<file path="src/rtl/uart_pkg.sv">
// uart_pkg
// Shared types and helpers for the UART receive path.
//   parity_e    : parity mode selector for receivers
//   rx_state_e  : receiver FSM states
//   frame_bits  : total bits in one UART frame, start bit included
package uart_pkg;

  typedef enum logic [1:0] {
    PAR_NONE,
    PAR_ODD,
    PAR_EVEN
  } parity_e;

  typedef enum logic [2:0] {
    ST_IDLE,
    ST_START,
    ST_DATA,
    ST_PARITY,
    ST_STOP,
    ST_BREAK
  } rx_state_e;

  // Start bit + data bits + optional parity bit + stop bits.
  function automatic int frame_bits(input int bits_per_word, input parity_e parity,
                                    input int stop_bits);
    return 1 + bits_per_word + ((parity != PAR_NONE) ? 1 : 0) + stop_bits;
  endfunction

endpackage

</file>
<file path="src/rtl/sync_2ff.sv">
// sync_2ff
// Two-flop synchronizer for a single asynchronous level signal.
//   clk_i : destination clock
//   rst_i : synchronous active-high reset, loads RESET_VAL into both flops
//   d_i   : asynchronous input
//   q_o   : synchronized output, two clk_i cycles of latency
module sync_2ff #(
  parameter logic RESET_VAL = 1'b0
) (
  input  logic clk_i,
  input  logic rst_i,
  input  logic d_i,
  output logic q_o
);

  logic meta_q;
  logic sync_q;

  // The first flop may go metastable; the second gives it a full cycle to settle.
  always_ff @(posedge clk_i) begin
    if (rst_i) begin
      meta_q <= RESET_VAL;
      sync_q <= RESET_VAL;
    end else begin
      meta_q <= d_i;
      sync_q <= meta_q;
    end
  end

  assign q_o = sync_q;

endmodule

</file>
<file path="src/rtl/uart_rx_packer.sv">
// uart_rx_packer
// UART receiver that packs N_WORDS = W_OUT/BITS_PER_WORD received words into one
// output packet delivered on a valid/ready handshake.
//   clk        : single clock
//   rst        : synchronous active-high reset
//   rx         : asynchronous serial line, idle high
//   m_data     : packet, word 0 (first received) in the low bits
//   m_valid    : packet available, held until m_ready
//   m_ready    : consumer accepts the packet
//   frame_err  : one-cycle pulse, a stop bit was sampled low
//   parity_err : one-cycle pulse, parity mismatch on the word just ended
//   overflow   : one-cycle pulse, a completed packet was dropped (output full)
//   busy       : receiver FSM is not idle
module uart_rx_packer
  import uart_pkg::*;
#(
  parameter int      CLOCKS_PER_PULSE = 32,
  parameter int      BITS_PER_WORD    = 8,
  parameter int      W_OUT            = 24,
  parameter parity_e PARITY           = PAR_NONE,
  parameter int      STOP_BITS        = 1,
  parameter int      TIMEOUT_PULSES   = 0
) (
  input  logic             clk,
  input  logic             rst,
  input  logic             rx,
  output logic [W_OUT-1:0] m_data,
  output logic             m_valid,
  input  logic             m_ready,
  output logic             frame_err,
  output logic             parity_err,
  output logic             overflow,
  output logic             busy
);

  localparam int N_WORDS    = W_OUT / BITS_PER_WORD;
  localparam int PCNT_W     = $clog2(CLOCKS_PER_PULSE);
  localparam int WCNT_W     = $clog2(N_WORDS + 1);
  localparam int FIDX_W     = 4;
  localparam int FRAME_BITS = frame_bits(BITS_PER_WORD, PARITY, STOP_BITS);
  localparam int TO_LAST    = (TIMEOUT_PULSES > 0) ? TIMEOUT_PULSES - 1 : 0;
  localparam bit TO_EN      = (TIMEOUT_PULSES > 0);

  localparam logic [PCNT_W-1:0] HALF_LAST = PCNT_W'(CLOCKS_PER_PULSE / 2 - 1);
  localparam logic [PCNT_W-1:0] BIT_LAST  = PCNT_W'(CLOCKS_PER_PULSE - 1);
  localparam logic [FIDX_W-1:0] DATA_LAST = FIDX_W'(BITS_PER_WORD);
  localparam logic [FIDX_W-1:0] STOP_LAST = FIDX_W'(FRAME_BITS - 1);
  localparam logic [WCNT_W-1:0] WCNT_LAST = WCNT_W'(N_WORDS - 1);
  localparam logic [15:0]       TO_LAST_W = 16'(TO_LAST);

  logic                     rx_s;
  rx_state_e                state_q;
  logic [PCNT_W-1:0]        pcnt_q;
  logic [FIDX_W-1:0]        fidx_q;
  logic [BITS_PER_WORD-1:0] shift_q;
  logic                     word_bad_q;
  logic [WCNT_W-1:0]        wcnt_q;
  logic [W_OUT-1:0]         buf_q;
  logic [15:0]              tocnt_q;
  logic [W_OUT-1:0]         m_data_q;
  logic                     m_valid_q;
  logic                     frame_err_q;
  logic                     parity_err_q;
  logic                     overflow_q;

  logic [W_OUT-1:0]         packet_d;
  logic                     par_bad_d;

  // Idle-high reset value keeps a freshly reset receiver from seeing a false start.
  sync_2ff #(
    .RESET_VAL(1'b1)
  ) u_sync (
    .clk_i(clk),
    .rst_i(rst),
    .d_i  (rx),
    .q_o  (rx_s)
  );

  // Assembly buffer with the word just received dropped into slot wcnt.
  always_comb begin
    packet_d = buf_q;
    for (int i = 0; i < N_WORDS; i++) begin
      if (wcnt_q == WCNT_W'(i)) begin
        packet_d[i*BITS_PER_WORD +: BITS_PER_WORD] = shift_q;
      end
    end
  end

  // Parity check of the full word against the parity bit now on the line.
  always_comb begin
    par_bad_d = 1'b0;
    if (PARITY == PAR_ODD) begin
      par_bad_d = ~(^{shift_q, rx_s});
    end else if (PARITY == PAR_EVEN) begin
      par_bad_d = ^{shift_q, rx_s};
    end
  end

  // Receiver FSM, word packer, output handshake and idle timeout.
  // fidx_q numbers the samples of a frame (start = 0), so the last stop sample
  // is simply sample FRAME_BITS-1. Error and completion results are registered
  // on the final stop sample, so they appear together with the return to IDLE.
  always_ff @(posedge clk) begin
    if (rst) begin
      state_q      <= ST_IDLE;
      pcnt_q       <= '0;
      fidx_q       <= '0;
      shift_q      <= '0;
      word_bad_q   <= 1'b0;
      wcnt_q       <= '0;
      buf_q        <= '0;
      tocnt_q      <= '0;
      m_data_q     <= '0;
      m_valid_q    <= 1'b0;
      frame_err_q  <= 1'b0;
      parity_err_q <= 1'b0;
      overflow_q   <= 1'b0;
    end else begin
      frame_err_q  <= 1'b0;
      parity_err_q <= 1'b0;
      overflow_q   <= 1'b0;

      // A completion later in this block overrides the clear, so a packet
      // arriving on a transfer cycle keeps m_valid high.
      if (m_valid_q && m_ready) begin
        m_valid_q <= 1'b0;
      end

      case (state_q)
        ST_IDLE: begin
          if (!rx_s) begin
            state_q <= ST_START;
            pcnt_q  <= '0;
            tocnt_q <= '0;
          end else if (TO_EN && (wcnt_q != '0)) begin
            if (pcnt_q == BIT_LAST) begin
              pcnt_q <= '0;
              if (tocnt_q == TO_LAST_W) begin
                wcnt_q  <= '0;
                tocnt_q <= '0;
              end else begin
                tocnt_q <= tocnt_q + 1'b1;
              end
            end else begin
              pcnt_q <= pcnt_q + 1'b1;
            end
          end else begin
            pcnt_q  <= '0;
            tocnt_q <= '0;
          end
        end

        ST_START: begin
          if (pcnt_q == HALF_LAST) begin
            pcnt_q <= '0;
            if (rx_s) begin
              state_q <= ST_IDLE;
            end else begin
              state_q    <= ST_DATA;
              fidx_q     <= FIDX_W'(1);
              word_bad_q <= 1'b0;
            end
          end else begin
            pcnt_q <= pcnt_q + 1'b1;
          end
        end

        ST_DATA, ST_PARITY, ST_STOP: begin
          if (pcnt_q != BIT_LAST) begin
            pcnt_q <= pcnt_q + 1'b1;
          end else begin
            pcnt_q <= '0;
            fidx_q <= fidx_q + 1'b1;
            if (state_q == ST_DATA) begin
              shift_q <= {rx_s, shift_q[BITS_PER_WORD-1:1]};
              if (fidx_q == DATA_LAST) begin
                state_q <= (PARITY != PAR_NONE) ? ST_PARITY : ST_STOP;
              end
            end else if (state_q == ST_PARITY) begin
              word_bad_q <= par_bad_d;
              state_q    <= ST_STOP;
            end else if (!rx_s) begin
              frame_err_q  <= 1'b1;
              parity_err_q <= word_bad_q;
              wcnt_q       <= '0;
              state_q      <= ST_BREAK;
            end else if (fidx_q == STOP_LAST) begin
              state_q      <= ST_IDLE;
              parity_err_q <= word_bad_q;
              if (word_bad_q) begin
                wcnt_q <= '0;
              end else if (wcnt_q == WCNT_LAST) begin
                wcnt_q <= '0;
                if (m_valid_q && !m_ready) begin
                  overflow_q <= 1'b1;
                end else begin
                  m_data_q  <= packet_d;
                  m_valid_q <= 1'b1;
                end
              end else begin
                buf_q  <= packet_d;
                wcnt_q <= wcnt_q + 1'b1;
              end
            end
          end
        end

        ST_BREAK: begin
          if (rx_s) begin
            state_q <= ST_IDLE;
            pcnt_q  <= '0;
          end
        end

        default: begin
          state_q <= ST_IDLE;
        end
      endcase
    end
  end

  assign m_data     = m_data_q;
  assign m_valid    = m_valid_q;
  assign frame_err  = frame_err_q;
  assign parity_err = parity_err_q;
  assign overflow   = overflow_q;
  assign busy       = (state_q != ST_IDLE);

endmodule

</file>
<file path="config.mk">
export PLATFORM = sky130hd
export DESIGN_NAME = uart_rx_packer
export DESIGN_NICKNAME = d
export VERILOG_FILES = /design/src/rtl/uart_pkg.sv /design/src/rtl/sync_2ff.sv /design/src/rtl/uart_rx_packer.sv
export SDC_FILE = /design/constraint.sdc
export NUM_CORES = 1
export LEC_CHECK = 0
export CAP_MARGIN = 40
export CORE_AREA = 3 3 93 95
export CTS_BUF_LIST = sky130_fd_sc_hd__clkbuf_8
export DETAILED_ROUTE_END_ITERATION = 12
export DIE_AREA = 0 0 96 98
export HOLD_SLACK_MARGIN = 0.12
export MAX_ROUTING_LAYER = met4
export SETUP_SLACK_MARGIN = 0.1
export SLEW_MARGIN = 20
export SYNTH_ARGS = -nofsm -noshare
export SYNTH_HDL_FRONTEND = slang
export SYNTH_SLANG_ARGS = --single-unit
</file>
<file path="constraint.sdc">
create_clock -name clk -period 4.5 [get_ports clk]
set_input_delay 0.9 -clock clk [delete_from_list [all_inputs] [get_ports clk]]
set_output_delay 0.9 -clock clk [all_outputs]
set_load 0.05 [all_outputs]
</file>
==> out/metrics.csv <==
metric;value;unit
post_cts resized;0;
Worst Setup End Kind;output port;
cells after synthesis;330;
Leak;1.32;nW
CTS tree;done;
first-pass GRT wire length;10.6;mm
final hold viol count;0;
Mapped Nets;341;
CTS Root Cell;clkbuf_8;
layout cell share with drive strength beyond 1;13.8;%
hpwl dp;4.11;mm
non-filler cells, final;458;
synth top area cells;dfxtp_1, mux2i_1, nor2_1;
Hold Path Depth;1;
core area;0.00781;mm^2
kind of start point of the critical path;flip-flop;
setup TNS;0;ps
crit-path leading delay family;buffers and inverters;
Worst Path Buf+Inv;1;
DRT Wirelength;6.28;mm
WL per Instance;13.7;um
crit path max-delay cell type;clkdlybuf4s50_1;
placed cells;442;
postcts setup bufs;0;
EDFF count, synth;0;
H-tree levels;3;
Tot GR Track Use;14.6;%
Worst Path Required;3600;ps
initial antenna violation count;0;
post-route minimum period;3010;ps
top cells by count, synth;dfxtp_1, nor2_1, mux2i_1, o21ai_0, nand2_1;
max cap viols;0;
Layout Cell Area excl Fill;0.00370;mm^2
Synth Register Bits;67;
Levels on crit path;2;
drt via density;5.26;
cell taking the most area after synthesis;dfxtp_1;
ys flop type;dfxtp_1;
Post-Syn Area;0.00314;mm^2
Avg Inst Size Synth;9.51;um^2
final count of pins violating max slew;0;
Min-Delay Path Class;reg2reg;
Area growth syn-to-layout;17.9;%
fill cell total of the finished layout;730;
die footprint;0.00941;mm^2
top-area cell type share of the netlist area;42.8;%
Max-Slew Margin vs Limit;52.6;%
# rows;32;
Combinational Power Share;2.4;%
PortBufs;31;
CP Class;reg2out;
vias;2409;
initial core utilization;40.2;%
reg-to-reg setup timing slack;1870;ps
Clock transition at path regs;70;ps
Die H;98;um
Pwr Density;315;mW/mm^2
total CTS buffers;9;
total grt overflow;0;
top-count cell post-synth;dfxtp_1;
cells on worst reg2reg path;9;
Clock power frac;46.2;%
switching power;0.251;mW
largest net degree at the start of global routing;41;
DRC;0;
CTS Hold Bufs;0;
Post-DP Area;0.00347;mm^2
Fin Hold WS;411;ps
Worst path max stage delay;800;ps
ant diodes;0;
CP Max Fanout;25;
endpoints failing setup;0;
Max IR drop VDD;0.232;mV
Synth warnings;0;
RSZ-0062 raised after global routing;false;
Achievable Freq;332;MHz
nets@finish;363;
DRT iter0 DRCs;108;
crit path cell chain;or3_1 > clkdlybuf4s50_1;
status;complete, no violations;
DIE WIDTH;96;um
Internal;0.914;mW
async set-reset flop share out of synthesis;0;%
post-synthesis sequential area ratio;42.8;%
Synth cell types;49;
later-pin clock latency in the skew report;330;ps
post-route ant nets;0;
Sw Ratio;21.6;%
vias in the first global route;2142;
GP Congestion;0.748;
crit share post-route;66.9;%
sequential power share;51.4;%
crit path DAT;2110;ps
TritonRoute pass-1 iters;4;
Boundary Pins;33;
Max Clock Skew;9.07;ps
Slew @ Worst Pin;709;ps
CTS sink cnt;67;
Bufs on Longest Clock Path;2;
## logic make-up (layout without fill, tap and decap cells)
family                     Yosys count  in the layout  share of synthesized area, %
other                                1              1                         0.120
adders and majority gates            7              7                          2.79
and+or+nand+nor                    118            118                          21.3
AOI/OAI and AO/OA                   72             72                          17.5
DFF                                 67             67                          42.8
buffers and inverters               32             58                          4.99
muxes                               33             33                          10.5
## metrics by stage
step | setup WS, ps | utilization, % | power, mW
2_1_floorplan | 2420 | - | 0.633
3_3_place_gp | 1850 | 44.4 | 0.639
3_5_place_dp | 1830 | 44.4 | 0.639
4_1_cts | 1480 | 47.1 | 1.18
5_1_grt | 1340 | 47.4 | 1.21
6_report | 1490 | 47.4 | 1.17
## power groups by stage
stage | clock network (mW) | registers [mW] | logic, mW
finish | 0.539 | 0.599 | 0.0279
global route | 0.579 | 0.599 | 0.0301
global placement | 0 | 0.613 | 0.0261
CTS | 0.556 | 0.599 | 0.0262
detailed placement | 0 | 0.613 | 0.0260
floorplan | 0 | 0.609 | 0.0234
## state kept, by name, indices dropped and copies added, names as in the netlist, 2 cells and up
register and flops:
m_data 24, buf_q 16, shift_q 8, pcnt_q 5
fidx_q 4, state_q 3, wcnt_q 2
## cells in the final DEF, fill, tap and decap left out, types with 2 or more instances in the layout
cell,n
dfxtp_1,67
nor2_1,47
mux2i_1,33
clkdlybuf4s50_1,30
o21ai_0,27
nand2_1,18
a21oi_1,16
clkbuf_8,9
inv_1,8
nand2b_1,8
a211oi_2,8
a311oi_2,8
ha_1,7
nand3_1,6
or3_1,4
nand3b_1,4
nor2b_1,4
nor3_1,4
or2_2,3
nor3b_1,3
buf_4,3
nand4b_1,2
o211ai_1,2
a311oi_1,2
and3b_1,2
nand4_2,2
bufinv_16,2
## worst register-to-register path: stages (launching register included)
cell       delay [ps]
dfxtp_1           390
ha_1              210
nand3_1           130
inv_1             100
ha_1              400
nand4bb_4         200
nor4b_4           280
buf_4             470
nor2_1            120
a311oi_2          240
## path summary, 6_finish.rpt
| kind | startpoint | to |
|---|---|---|
| max reg2reg | pcnt_q[0] | m_data[7] |
| max | state_q[0] | busy |
| min | u_sync.meta_q | u_sync.q_o |
| min reg2reg | u_sync.meta_q | u_sync.q_o |
## per-layer routing
layer | up-vias | routed length, um | track usage, %
li1 | 1216 | - | -
met1 | 1145 | 3220 | 20.9
met2 | 38 | 2800 | 19.9
met3 | 10 | 176 | 2.77
met4 | 0 | 88 | 5.80
met5 | - | 0 | -
## layout make-up
class	instances	area (um^2)	area share [%]
multi-input combinational	231	1640	44.3
inverter	8	30.0	0.812
timing repair buffer	35	348	9.40
sequential	67	1340	36.3
clock buffer	9	124	3.35
tap	102	128	3.45
clock inverter	6	90.1	2.43
No activity file was read; power rests on OpenSTA's default activity.
